<file path="config.mk">
export PLATFORM = sky130hd
export DESIGN_NAME = rv_fetch_pc_unit
export DESIGN_NICKNAME = d
export VERILOG_FILES = /design/src/rtl/rv_fetch_pc_unit.sv
export SDC_FILE = /design/constraint.sdc
export NUM_CORES = 1
export LEC_CHECK = 0
export BUFFER_PORTS_ARGS = -buffer_cell sky130_fd_sc_hd__buf_2
export CAP_MARGIN = 20
export CORE_ASPECT_RATIO = 0.5
export CORE_MARGIN = 2
export CORE_UTILIZATION = 32
export CTS_CLUSTER_DIAMETER = 80
export DETAILED_ROUTE_END_ITERATION = 8
export HOLD_SLACK_MARGIN = 0.15
export PLACE_DENSITY = 0.64
export SLEW_MARGIN = 10
export SYNTH_ARGS = -nofsm -noshare
export SYNTH_HDL_FRONTEND = slang
export SYNTH_SLANG_ARGS = --single-unit
</file>
<file path="constraint.sdc">
create_clock -name clk -period 2.85 [get_ports clk]
set_input_delay 0.57 -clock clk [delete_from_list [all_inputs] [get_ports clk]]
set_output_delay 0.57 -clock clk [all_outputs]
set_load 0.05 [all_outputs]
</file>
<file path="src/rtl/rv_fetch_pc_unit.sv">
// rv_fetch_pc_unit: PC register and instruction-fetch stage of the single-cycle
// RISC-V core. Issues fetches over a req/ack handshake, latches the returned
// instruction, and commits the next PC once per executed instruction.
//
// Handshake: IMemReq is held high for the whole S_FETCH state with IMemAddr=PC;
// the fetch completes on the first rising edge at which IMemAck=1 is seen
// (an ack in the first fetch cycle is legal). IMemAck in any other state is
// ignored.
//
// Optional build macro FETCH_PERF_CNT_EN adds the CycleCnt/RetireCnt counters.
module rv_fetch_pc_unit #(
   parameter logic [31:0] RESET_PC  = 32'h0040_0000,
   parameter logic [31:0] NOP_INSTR = 32'h0000_0013
) (
   input  logic        clk,
   input  logic        rst,
   input  logic [1:0]  PCSrc,
   input  logic [31:0] Imm,
   input  logic [31:0] RS1,
   input  logic        Stall,
   output logic        IMemReq,
   output logic [31:0] IMemAddr,
   input  logic        IMemAck,
   input  logic [31:0] IMemRData,
   output logic [31:0] Instr,
   output logic [6:0]  Opcode,
   output logic [2:0]  Funct3,
   output logic [6:0]  Funct7,
   output logic        InstrValid,
   output logic [31:0] PC,
   output logic [31:0] PC_4,
   output logic        Halted,
   output logic [1:0]  DbgState
`ifdef FETCH_PERF_CNT_EN
   ,
   output logic [31:0] CycleCnt,
   output logic [31:0] RetireCnt
`endif
);

   typedef enum logic [1:0] {
      S_IDLE  = 2'd0,
      S_FETCH = 2'd1,
      S_EXEC  = 2'd2,
      S_HALT  = 2'd3
   } state_e;

   state_e      state_q, state_d;
   logic [31:0] pc_q, pc_d;
   logic [31:0] instr_q, instr_d;
   logic [31:0] next_pc;
   logic        misaligned;
   logic        retire;

   // Next-PC selection; all sums wrap modulo 2^32
   always_comb begin
      next_pc = pc_q + 32'd4;
      case (PCSrc)
         2'd0: next_pc = pc_q + 32'd4;
         2'd1: next_pc = pc_q + Imm;
         2'd2: next_pc = (RS1 + Imm) & ~32'h1;
         2'd3: next_pc = pc_q;
         default: next_pc = pc_q + 32'd4;
      endcase
   end

   assign misaligned = (next_pc[1:0] != 2'b00);
   // An instruction retires when EXEC ends without a stall or a trap
   assign retire     = (state_q == S_EXEC) && !Stall && !misaligned;

   // State register
   always_ff @(posedge clk or negedge rst) begin
      if (!rst) begin
         state_q <= S_IDLE;
      end else begin
         state_q <= state_d;
      end
   end

   // Next-state logic
   always_comb begin
      state_d = state_q;
      case (state_q)
         S_IDLE:  state_d = S_FETCH;
         S_FETCH: if (IMemAck) state_d = S_EXEC;
         S_EXEC:  if (!Stall) state_d = misaligned ? S_HALT : S_FETCH;
         S_HALT:  state_d = S_HALT;
         default: state_d = S_IDLE;
      endcase
   end

   // Output decode from the current state
   always_comb begin
      IMemReq    = 1'b0;
      InstrValid = 1'b0;
      Halted     = 1'b0;
      case (state_q)
         S_FETCH: IMemReq    = 1'b1;
         S_EXEC:  InstrValid = 1'b1;
         S_HALT:  Halted     = 1'b1;
         default: ;
      endcase
   end

   // PC and instruction register next values; a trap clears Instr to NOP on entry
   always_comb begin
      pc_d    = pc_q;
      instr_d = instr_q;
      if (state_q == S_FETCH && IMemAck) begin
         instr_d = IMemRData;
      end
      if (retire) begin
         pc_d = next_pc;
      end
      if (state_d == S_HALT) begin
         instr_d = NOP_INSTR;
      end
   end

   // PC and instruction registers
   always_ff @(posedge clk or negedge rst) begin
      if (!rst) begin
         pc_q    <= RESET_PC;
         instr_q <= NOP_INSTR;
      end else begin
         pc_q    <= pc_d;
         instr_q <= instr_d;
      end
   end

   assign IMemAddr = pc_q;
   assign PC       = pc_q;
   assign PC_4     = pc_q + 32'd4;
   assign Instr    = instr_q;
   assign Opcode   = instr_q[6:0];
   assign Funct3   = instr_q[14:12];
   assign Funct7   = instr_q[31:25];
   assign DbgState = state_q;

`ifdef FETCH_PERF_CNT_EN
   logic [31:0] cycle_cnt_q, cycle_cnt_d;
   logic [31:0] retire_cnt_q, retire_cnt_d;

   // Counter increments; both wrap naturally at 2^32
   always_comb begin
      cycle_cnt_d  = cycle_cnt_q;
      retire_cnt_d = retire_cnt_q;
      if (state_q != S_HALT) cycle_cnt_d = cycle_cnt_q + 32'd1;
      if (retire)            retire_cnt_d = retire_cnt_q + 32'd1;
   end

   // Counter registers
   always_ff @(posedge clk or negedge rst) begin
      if (!rst) begin
         cycle_cnt_q  <= 32'd0;
         retire_cnt_q <= 32'd0;
      end else begin
         cycle_cnt_q  <= cycle_cnt_d;
         retire_cnt_q <= retire_cnt_d;
      end
   end

   assign CycleCnt  = cycle_cnt_q;
   assign RetireCnt = retire_cnt_q;
`endif

endmodule
</file>
==> results.md, run 1 <==
- Hold crit path type: primary input to register
- RR Startpoint: IMemAddr[0]
- Critical path endpoint category: primary output
- Site Rows: 39
- Logic pwr share: 64.7%
- Clock transition at the registers of the reported paths: ~0.07 ns
- Failing checks: negative setup slack
- CP startpoint kind: register
- Fin crit share: 104.8%
- Vias per cell: a little over 5
- RSZ-0062 raised after global routing: yes
- Layout cells sized above 1: a little under half
- Global-route wire length before repair: 45260 um
- Rel. slew slack: 37.50%
- Ant diodes: 0
- Crit path DAT: 2.42 ns
- Synth unique cells: 83
- Power Dens Cells: about 600 nW/um^2
- Sequential area share after synthesis: 22.35%
- Post-route ant nets: 0
- Met1 WL: 13490 um
- Hold depth: 2
- Top layer reached by signal wires: met4
- Post-DP HPWL: 24000 um
- Initial core utilization: 32.53%
- Worst hold start: Stall
- Hold path endpoint: DbgState[0]
- GP Congestion: 0.9257
- Hold_buf cts: 0
- DRT iter0 DRCs: 578
- FF-to-FF path depth: 11
- CTS buffer count: 9
- Boundary Pins: about 250
- Core Area: about 23000 um^2
- Int Power: between 3 and 4 mW
- Area growth, synth to finish: 52.80%
- CTS Buffer Depth: 2
- Tot GR Track Use: between 20% and 30%
- # setup viols final: 7
- H-Tree Depth: 3
- Ys Warns: 0
- Pre-Repair DR Iteration Count: 5
- DRT Wirelength: 29690 um
- # clock sinks: 66
- Reg-to-reg endpoint: IMemAddr[28]
- Total power: 6.782 mW
- Die height: 111.6 um
- Met3 wire len: roughly 1400 um
- Clock share of power: 18.5%
- Final hold violation count: 0
- IO buf count: between 200 and 300
- Syn Inst Count: approximately 940
- Mean area per synthesized cell: 7.868 um^2
- Predominant post-synthesis flop cell: dfrtp_1
- Worst Tran Pin Value: 0.9375 ns
- Worst Slack Setup Final: -0.1378 ns
- Synth async-reset ratio: 100.0%
- Sequential power share: ~17%
- Setup CP Type: register to primary output
- Vias post-DR: 8612
- Grt ovf: 0
- Worst EP required: 2.28 ns
- Chip Width: 219.2 um
- Die area: 24470 um^2
- Largest net degree at the start of global routing: 67
- Worst Clk Skew: around 0.0098 ns
- Maximum vdd drop: 0.3414 mV
- Vias in the first global route: 8380
- Final #Nets: 1514
- Post-Syn Area: 7412 um^2
- Post-synth EDFFs: 0
- Root cell of the clock tree: clkbuf_16
- Drt drc: 0
- Hold WS: 0.4280 ns
- Clock latency on the worst-skew pair: 0.35 ns
- Antenna violations before repair: 0
- Final Max Tran Viols: 0
- FF-to-FF setup slack: -0.05 ns
- Met2 Wirelength: 14230 um
- CP Max Fanout: 3
- Register bit total from synthesis: 66
- Max-cap violations: 0
- Fmax achieved: 334.7 MHz
- CTS tree: yes
- Final min period: 2.988 ns
- Outcome: finished, violations left
- Lkg Pwr: around 5.6 nW
- Switch share: 47.85%
- Routed length per instance: 17.89 um
- Switching power total: 3.245 mW
- Post-synth net total: 1108
-- per-layer routing --
layer	global-route usage [%]	vias up
met3	2.978	39
met2	40.70	256
met5	0	-
met4	4.955	0
met1	31.38	4111
li1	-	4206
-- cell type report --
class,count,area (um^2)
multi-input combinational,765,5687
clock inverter,4,76.32
sequential,66,1680
inverter,21,78.83
clock buffer,12,246.5
timing repair buffer,485,3173
fill,2208,11460
tap,307,384.1
-- power groups by stage --
stage               sequential, mW  combinational, mW  clock [mW]
finish                        1.14               4.39        1.25
global route                  1.15               4.67        1.31
CTS                           1.14               4.22        1.27
detailed placement            1.17               4.00           0
global placement              1.16               3.97           0
floorplan                     1.55               2.31           0
-- registers in the layout (all words and copies together) (netlist names) --
register	flops
IMemAddr	32
DbgState	2
Instr	32
-- cells in the mapped netlist (all sizes together) (13+ instances only) --
| library cell | number | area (um^2) |
|---|---|---|
| a21oi | 108 | 544.3 |
| inv | 21 | 78.83 |
| xnor2 | 45 | 394.1 |
| and3 | 13 | 81.33 |
| nor2 | 58 | 222.7 |
| clkbuf | 30 | 112.6 |
| a21o | 32 | 240.2 |
| xor2 | 31 | 271.5 |
| ha | 62 | 775.7 |
| nand2 | 140 | 525.5 |
| nand4 | 13 | 96.34 |
| o21ai | 48 | 244.0 |
| buf | 60 | 436.7 |
| nand3 | 24 | 125.1 |
| dfrtp | 62 | 1551 |
-- cells by family after synthesis --
logic type	synth area share, %
buffers and inverters	8.474
adder cells (fa/ha/maj)	11.01
AND/OR/NAND/NOR	19.85
AO/OA/AOI/OAI	27.79
multiplexers	1.553
XOR/XNOR	8.980
flip-flops	22.35
-- cell usage in the layout (no fill, tap or decap), types with 7 or more instances in the layout --
master	Yosys	final
a211oi_1	10	8
a21o_1	32	32
a21oi_1	107	98
a21oi_2	1	7
a31oi_1	7	7
and2_1	11	10
and3_1	13	10
buf_2	4	234
buf_4	53	224
buf_6	1	18
clkbuf_16	0	9
dfrtp_1	62	48
dfrtp_2	0	13
ha_1	62	55
inv_1	21	21
mux2i_1	7	7
nand2_1	140	138
nand3_1	23	23
nand4_1	12	12
nor2_1	56	53
o211ai_1	10	10
o21a_1	10	10
o21ai_0	45	42
o21bai_1	7	7
xnor2_1	45	36
xnor2_2	0	7
xor2_1	31	25
-- per-stage QoR --
step	TNS [ns]	setup slack, ns	util (%)	area [um^2]	std cells
floorplan	-0.5382	-0.1325	-	7664	942
global placement	-3.536	-0.3868	45.38	10340	1616
detailed placement	-3.976	-0.4126	45.38	10340	1616
CTS	-0.6701	-0.1718	48.28	11000	1648
global route	-1.505	-0.2215	49.70	11330	1660
finish	-0.6161	-0.1378	49.70	11330	1660
-- what timing repair did --
item,4_1_cts,5_1_grt
gates resized for setup,49,46
pin swaps,21,28
endpoints found under the setup margin,22,31
setup buffers,16,13
-- worst max path at each step --
stage / start / end / slack (ns)
after floorplan: IMemAddr[10] / PC_4[30] / -0.13
after global placement: Imm[0] / IMemAddr[28] / -0.39
after CTS: IMemAddr[18] / PC_4[28] / -0.17
after detailed placement: Imm[0] / IMemAddr[28] / -0.41
final: IMemAddr[10] / PC_4[30] / -0.14
after global routing: IMemAddr[2] / PC_4[30] / -0.22
-- critical path, stage by stage (launching register included) --
cell,delay (ns)
dfrtp_2,0.37
buf_6,0.10
and4_4,0.25
nand4_4,0.08
or4_4,0.58
buf_12,0.16
nor3_4,0.18
xor2_4,0.18
buf_6,0.18
Note: power is estimated with default switching activity, not from simulation.
==> run 2: changes to the inputs <==
--- a/config.mk
+++ b/config.mk
@@ -8,7 +8,6 @@
 export BUFFER_PORTS_ARGS = -buffer_cell sky130_fd_sc_hd__buf_2
 export CAP_MARGIN = 20
 export CORE_ASPECT_RATIO = 0.5
-export CORE_MARGIN = 2
 export CORE_UTILIZATION = 32
 export CTS_CLUSTER_DIAMETER = 80
 export DETAILED_ROUTE_END_ITERATION = 8
==> constraint.sdc (replaced) <==
create_clock -name clk -period 2.85 [get_ports clk]
set_input_delay 0.1425 -clock clk [delete_from_list [all_inputs] [get_ports clk]]
set_output_delay 0.1425 -clock clk [all_outputs]
set_load 0.05 [all_outputs]
==> results.md, run 2 (synthesized netlist as in run 1, its figures left out) <==
- Outcome: finished, violations left
- Failing checks: negative setup slack
- CP startpoint kind: register
- Grt ovf: 0 (unchanged)
- Initial core utilization: 33.38% (+0.86 points)
- Site Rows: 38 (-2.6%)
- FF-to-FF path depth: 11 (unchanged)
- Fill cells: 2181 (-1.2%)
- Place WS: -0.2147 ns (+0.1979 ns)
- RR Startpoint: IMemAddr[0]
- Tot GR Track Use: 23.52% (about the same)
- Maximum vdd drop: 0.3558 mV (+4.2%)
- Worst EP required: 3.14 ns (+0.86 ns)
- CP max-delay cell: dfrtp_2
- Setup CP Type: register to register
- FF-to-FF setup slack: -0.04 ns (about the same)
- Sequential Area: 1672 um^2 (-0.52%)
- CP cell instances: ha_4 > fa_2 > a21o_1 > a221oi_4 > o21ai_4 > a2111oi_4 > o31ai_2 > nand4_1 > mux2_2 > a21oi_1 > a211o_1
- Cell area after layout: 10160 um^2 (-10%)
- # setup viols final: 1 (-6)
- Crit path launch: IMemAddr[0]
- Power Dens Cells: 609.8 nW/um^2 (+1.8%)
- Post-DP HPWL: 22810 um (-5.0%)
- Worst Clk Skew: 0.009640 ns (-0.0002063 ns)
- Multi-input gate area: 5368 um^2 (-5.6%)
- Crit-path max cell delay: 0.42 ns (-0.16 ns)
- Max-cap violations: 0 (unchanged)
- Worst Tran Pin Value: 0.5616 ns (-0.3759 ns)
- Global-route wire length before repair: 43170 um (-4.6%)
- CTS buffer count: 9 (unchanged)
- Core Area: 22200 um^2 (-2.6%)
- GP Congestion: 0.9334 (+0.83%)
- Final min period: 2.887 ns (-0.1012 ns)
- Die height: 109.6 um (-1.8%)
- Vias post-DR: 8335 (-3.2%)
- Rel. slew slack: 62.56% (+25 points)
- Chip Width: 217.2 um (-0.91%)
- Hold crit path type: primary input to async pin
- Total power: 6.195 mW (-8.7%)
- Reg-to-reg endpoint: IMemAddr[28]
- Fin cells: 1548 (-6.7%)
- CTS Buffer Depth: 2 (unchanged)
- RSZ-0062 raised after global routing: yes
- Bufs and invs on worst path: 0 (-3)
- Placed cell area: 9329 um^2 (-9.8%)
- Lkg Pwr: 4.995 nW (-11%)
- Antenna violations before repair: 0 (unchanged)
- Clock transition at the registers of the reported paths: 0.07 ns (about the same)
- CTS tree: yes
- Final #Nets: 1409 (-6.9%)
- Post-route ant nets: 0 (unchanged)
- DRT Wirelength: 28850 um (-2.8%)
- Worst Slack Setup Final: -0.03659 ns (+0.1012 ns)
- Drt drc: 0 (unchanged)
- Vias per cell: 5.384 (+3.8%)
- Pre-Repair DR Iteration Count: 7 (+2)
- Final Max Tran Viols: 0 (unchanged)
- Layout cells sized above 1: 34.86% (-10 points)
- Crit path DAT: 3.17 ns (+0.75 ns)
- H-Tree Depth: 3 (unchanged)
- Fmax achieved: 346.4 MHz (+3.5%)
- Commonest cells after routing, fill and taps aside: 246 x buf_2, 139 x nand2_1, 105 x a21oi_1
- Routed length per instance: 18.64 um (+4.2%)
- Crit-path leading delay family: compound AO/OA/AOI/OAI gates
- Final hold violation count: 0 (unchanged)
- Die area: 23810 um^2 (-2.7%)
- Vias in the first global route: 7793 (-7.0%)
- # clock sinks: 66 (unchanged)
- Largest net degree at the start of global routing: 47 (-30%)
- Boundary Pins: 252 (unchanged)
- Critical path endpoint category: register
- Clock latency on the worst-skew pair: 0.34 ns (about the same)
- CP Max Fanout: 3 (unchanged)
- Root cell of the clock tree: clkbuf_16
- Commonest non-fill, non-tap cell in the layout: buf_2
- Area growth, synth to finish: 37.07%
- Ant diodes: 0 (unchanged)
- Fin crit share: 101.3% (-3.6 points)
- IO buf count: 251 (unchanged)
- Placed Cells incl. Taps: 1493 (-7.6%)
- DRT iter0 DRCs: 479 (-17%)
- Hold WS: 0.2854 ns (-0.1425 ns)
## run 2: changes by cell type in the layout (fill, tap and decap cells not counted), sizes merged
cell         delta
buf           -135
dlygate4sd3    +35
clkbuf          -8
clkinv          +2
inv             +2
clkinvlp        -1
## run 2: repair_timing
item / CTS / global route
resized for setup: 12 / 19
pin swaps: 2 / 7
buffers inserted: 1 / 3
hold buffers: 35 / 0
endpoints found under the setup margin: 13 / 20
endpoints found under the hold margin: 47 / 0
## run 2: per-stage QoR
| stage | util, % | TNS, ns |
|---|---|---|
| after floorplan | - | -0.2136 |
| after global placement | 42.02 | -0.3369 |
| after detailed placement | 42.02 | -0.9369 |
| after CTS | 45.31 | -0.05687 |
| after global routing | 45.76 | -0.7917 |
| final | 45.76 | -0.03659 |
## run 2: cell type report
| class | count | share of cell area [%] |
|---|---|---|
| multi-input combinational | 765 | 52.83 |
| timing repair buffer | 380 | 23.04 |
| sequential | 66 | 16.45 |
| tap | 300 | 3.695 |
| clock buffer | 9 | 2.217 |
| clock inverter | 7 | 0.9852 |
| inverter | 21 | 0.7759 |
## run 2: how the worst max path moves through the flow
stage / endpoint / slack [ns] / cells past startpoint
6_report: IMemAddr[28] / -0.04 / 11
5_1_grt: IMemAddr[28] / -0.19 / 11
4_1_cts: IMemAddr[28] / -0.06 / 11
3_5_place_dp: IMemAddr[30] / -0.21 / 11
3_3_place_gp: IMemAddr[28] / -0.14 / 11
2_1_floorplan: IMemAddr[30] / -0.13 / 10
## run 2: where the power goes
| part | internal [mW] | total [mW] | switching (mW) |
|---|---|---|---|
| Clock | 0.774 | 1.25 | 0.478 |
| Sequential | 1.04 | 1.15 | 0.109 |
| Combinational | 1.31 | 3.80 | 2.49 |
| Total | 3.12 | 6.20 | 3.07 |
## run 2: routing by layer
| metal | wire length [um] | track usage (%) |
|---|---|---|
| met4 | 631 | 6.942 |
| met5 | 0 | 0 |
| met3 | 2035 | 4.620 |
| met1 | 12660 | 30.62 |
| met2 | 13520 | 39.64 |
==> run 3: changes to the inputs <==
--- a/config.mk
+++ b/config.mk
@@ -13,6 +13,8 @@
 export DETAILED_ROUTE_END_ITERATION = 8
 export HOLD_SLACK_MARGIN = 0.15
 export PLACE_DENSITY = 0.64
+export RECOVER_POWER = 100
+export SETUP_SLACK_MARGIN = 0.5
 export SLEW_MARGIN = 10
 export SYNTH_ARGS = -nofsm -noshare
 export SYNTH_HDL_FRONTEND = slang
==> results.md, run 3 (synthesized netlist as in run 1, its figures left out) <==
- Crit path DAT: 3.15 ns (-0.02 ns)
- # setup viols final: 1 (unchanged)
- Sequential Area: 1705 um^2 (+2.0%)
- CP startpoint kind: register
- Clock transition at the registers of the reported paths: 0.07 ns (about the same)
- Fill cells: 2041 (-6.4%)
- Place WS: -0.09328 ns (+0.1214 ns)
- RSZ-0062 raised after global routing: yes
- Fin cells: 1594 (+3.0%)
- Multi-input gate area: 6180 um^2 (+15%)
- Lkg Pwr: 5.327 nW (+6.6%)
- Grt ovf: 0 (unchanged)
- Initial core utilization: 33.38% (unchanged)
- Tot GR Track Use: 24.50% (+0.98 points)
- Rel. slew slack: 36.74% (-26 points)
- Critical path endpoint category: register
- CTS Buffer Depth: 2 (unchanged)
- Final hold violation count: 0 (unchanged)
- Core Area: 22200 um^2 (unchanged)
- IO buf count: 251 (unchanged)
- Post-DP HPWL: 23170 um (+1.6%)
- Hold crit path type: primary input to register
- Boundary Pins: 252 (unchanged)
- Final min period: 2.861 ns (-0.02527 ns)
- Failing checks: negative setup slack
- Clock latency on the worst-skew pair: 0.36 ns (+0.02 ns)
- DRT iter0 DRCs: 661 (+38%)
- Worst Clk Skew: 0.01504 ns (+0.005396 ns)
- Pre-Repair DR Iteration Count: 5 (-2)
- Maximum vdd drop: 0.3467 mV (-2.6%)
- Power Dens Cells: 583.7 nW/um^2 (-4.3%)
- Vias in the first global route: 8030 (+3.0%)
- Final #Nets: 1452 (+3.1%)
- Global-route wire length before repair: 44670 um (+3.5%)
- Commonest non-fill, non-tap cell in the layout: buf_2
- Worst Slack Setup Final: -0.01132 ns (+0.02527 ns)
- Vias per cell: 5.373 (-0.21%)
- Setup CP Type: register to register
- End-of-flow core utilization: 51.81% (+6.1 points)
- Outcome: finished, violations left
- Placed Cells incl. Taps: 1483 (-0.67%)
- Worst EP required: 3.14 ns (about the same)
- Post-route ant nets: 0 (unchanged)
- Fmax achieved: 349.5 MHz (+0.88%)
- Layout cells sized above 1: 41.21% (+6.4 points)
- Commonest cells after routing, fill and taps aside: 186 x buf_2, 133 x nand2_1, 106 x buf_4
- Drt drc: 0 (unchanged)
- Die height: 109.6 um (unchanged)
- DRT Wirelength: 30530 um (+5.8%)
- CP Max Fanout: 3 (unchanged)
- Root cell of the clock tree: clkbuf_16
- CTS tree: yes
- # clock sinks: 66 (unchanged)
- Routed length per instance: 19.15 um (+2.8%)
- Vias post-DR: 8565 (+2.8%)
- Antenna violations before repair: 5 (+5)
- CTS buffer count: 9 (unchanged)
- Site Rows: 38 (unchanged)
- Area growth, synth to finish: 55.22%
- Final Max Tran Viols: 0 (unchanged)
- Largest net degree at the start of global routing: 36 (-23%)
- Chip Width: 217.2 um (unchanged)
- Worst Tran Pin Value: 0.9488 ns (+0.3872 ns)
- Max-cap violations: 0 (unchanged)
- H-Tree Depth: 3 (unchanged)
- Die area: 23810 um^2 (unchanged)
- GP Congestion: 0.9578 (+2.6%)
- Fin crit share: 100.4% (-0.89 points)
==> run 3: path summary, 6_finish.rpt <==
kind	startpoint	to	slack (ns)	cells after the start
worst max-delay path	IMemAddr[0]	IMemAddr[28]	-0.01	11
worst min-delay path	PCSrc[1]	IMemAddr[16]	0.24	3
worst max register to register	IMemAddr[0]	IMemAddr[28]	-0.01	11
worst min register to register	Instr[0]	Instr[0]	0.50	2
max in group asynchronous	rst	Instr[1]	1.58	3
min in group asynchronous	rst	IMemAddr[31]	0.49	2
==> run 3: per-stage QoR <==
| step | hold WS [ns] | instance area (um^2) | total power, mW | TNS (ns) |
|---|---|---|---|---|
| 3_5_place_dp | 0.3411 | 9707 | 4.947 | -0.1455 |
| 6_report | 0.2412 | 11500 | 6.715 | -0.01132 |
| 4_1_cts | 0.2284 | 10790 | 6.362 | 0 |
| 2_1_floorplan | -0.1531 | 8033 | 4.015 | -0.1212 |
| 3_3_place_gp | 0.3274 | 9707 | 4.931 | -0.04699 |
| 5_1_grt | 0.2790 | 11500 | 7.040 | -0.2030 |
==> run 3: what timing repair did <==
item / in CTS / in global routing
endpoints found under the hold margin: 65 / 0
resized for setup: 59 / 116
setup endpoints to repair: 40 / 71
gates cloned: 0 / 1
pin swaps: 50 / 78
hold buffers: 35 / 0
buffers inserted: 27 / 29
==> run 3: report_power, final <==
part	internal [mW]	leakage, nW	switching (mW)
logic	1.69	4.36	2.69
registers	1.05	0.836	0.155
clock network	0.605	0.131	0.521
==> run 3: worst max-delay path, cell delays in order, from the launching register on <==
cell,delay [ns]
dfrtp_2,0.42
ha_4,0.17
fa_2,0.33
a21o_1,0.19
a221oi_2,0.30
o21ai_2,0.17
a2111oi_4,0.40
o31ai_4,0.14
nand4_1,0.13
mux2_4,0.31
a21oi_2,0.13
a211o_1,0.10
==> run 3: final cells by class <==
cell class | instances | share of cell area (%)
diodes | 3 | 0.06525
well taps | 300 | 3.263
clock buffers | 9 | 1.958
inverters | 21 | 0.6852
clock inverters | 7 | 0.5220
flip-flops and latches | 66 | 14.82
multi-input cells | 765 | 53.71
repair buffers | 423 | 24.97
==> run 3: per-layer routing <==
| layer | part of all wire, % | GRT usage [%] |
|---|---|---|
| met1 | 44 | 32.55 |
| met2 | 46 | 38.48 |
| met3 | 8.2 | 6.971 |
| met4 | 2.2 | 7.596 |
| met5 | 0.069 | 0 |
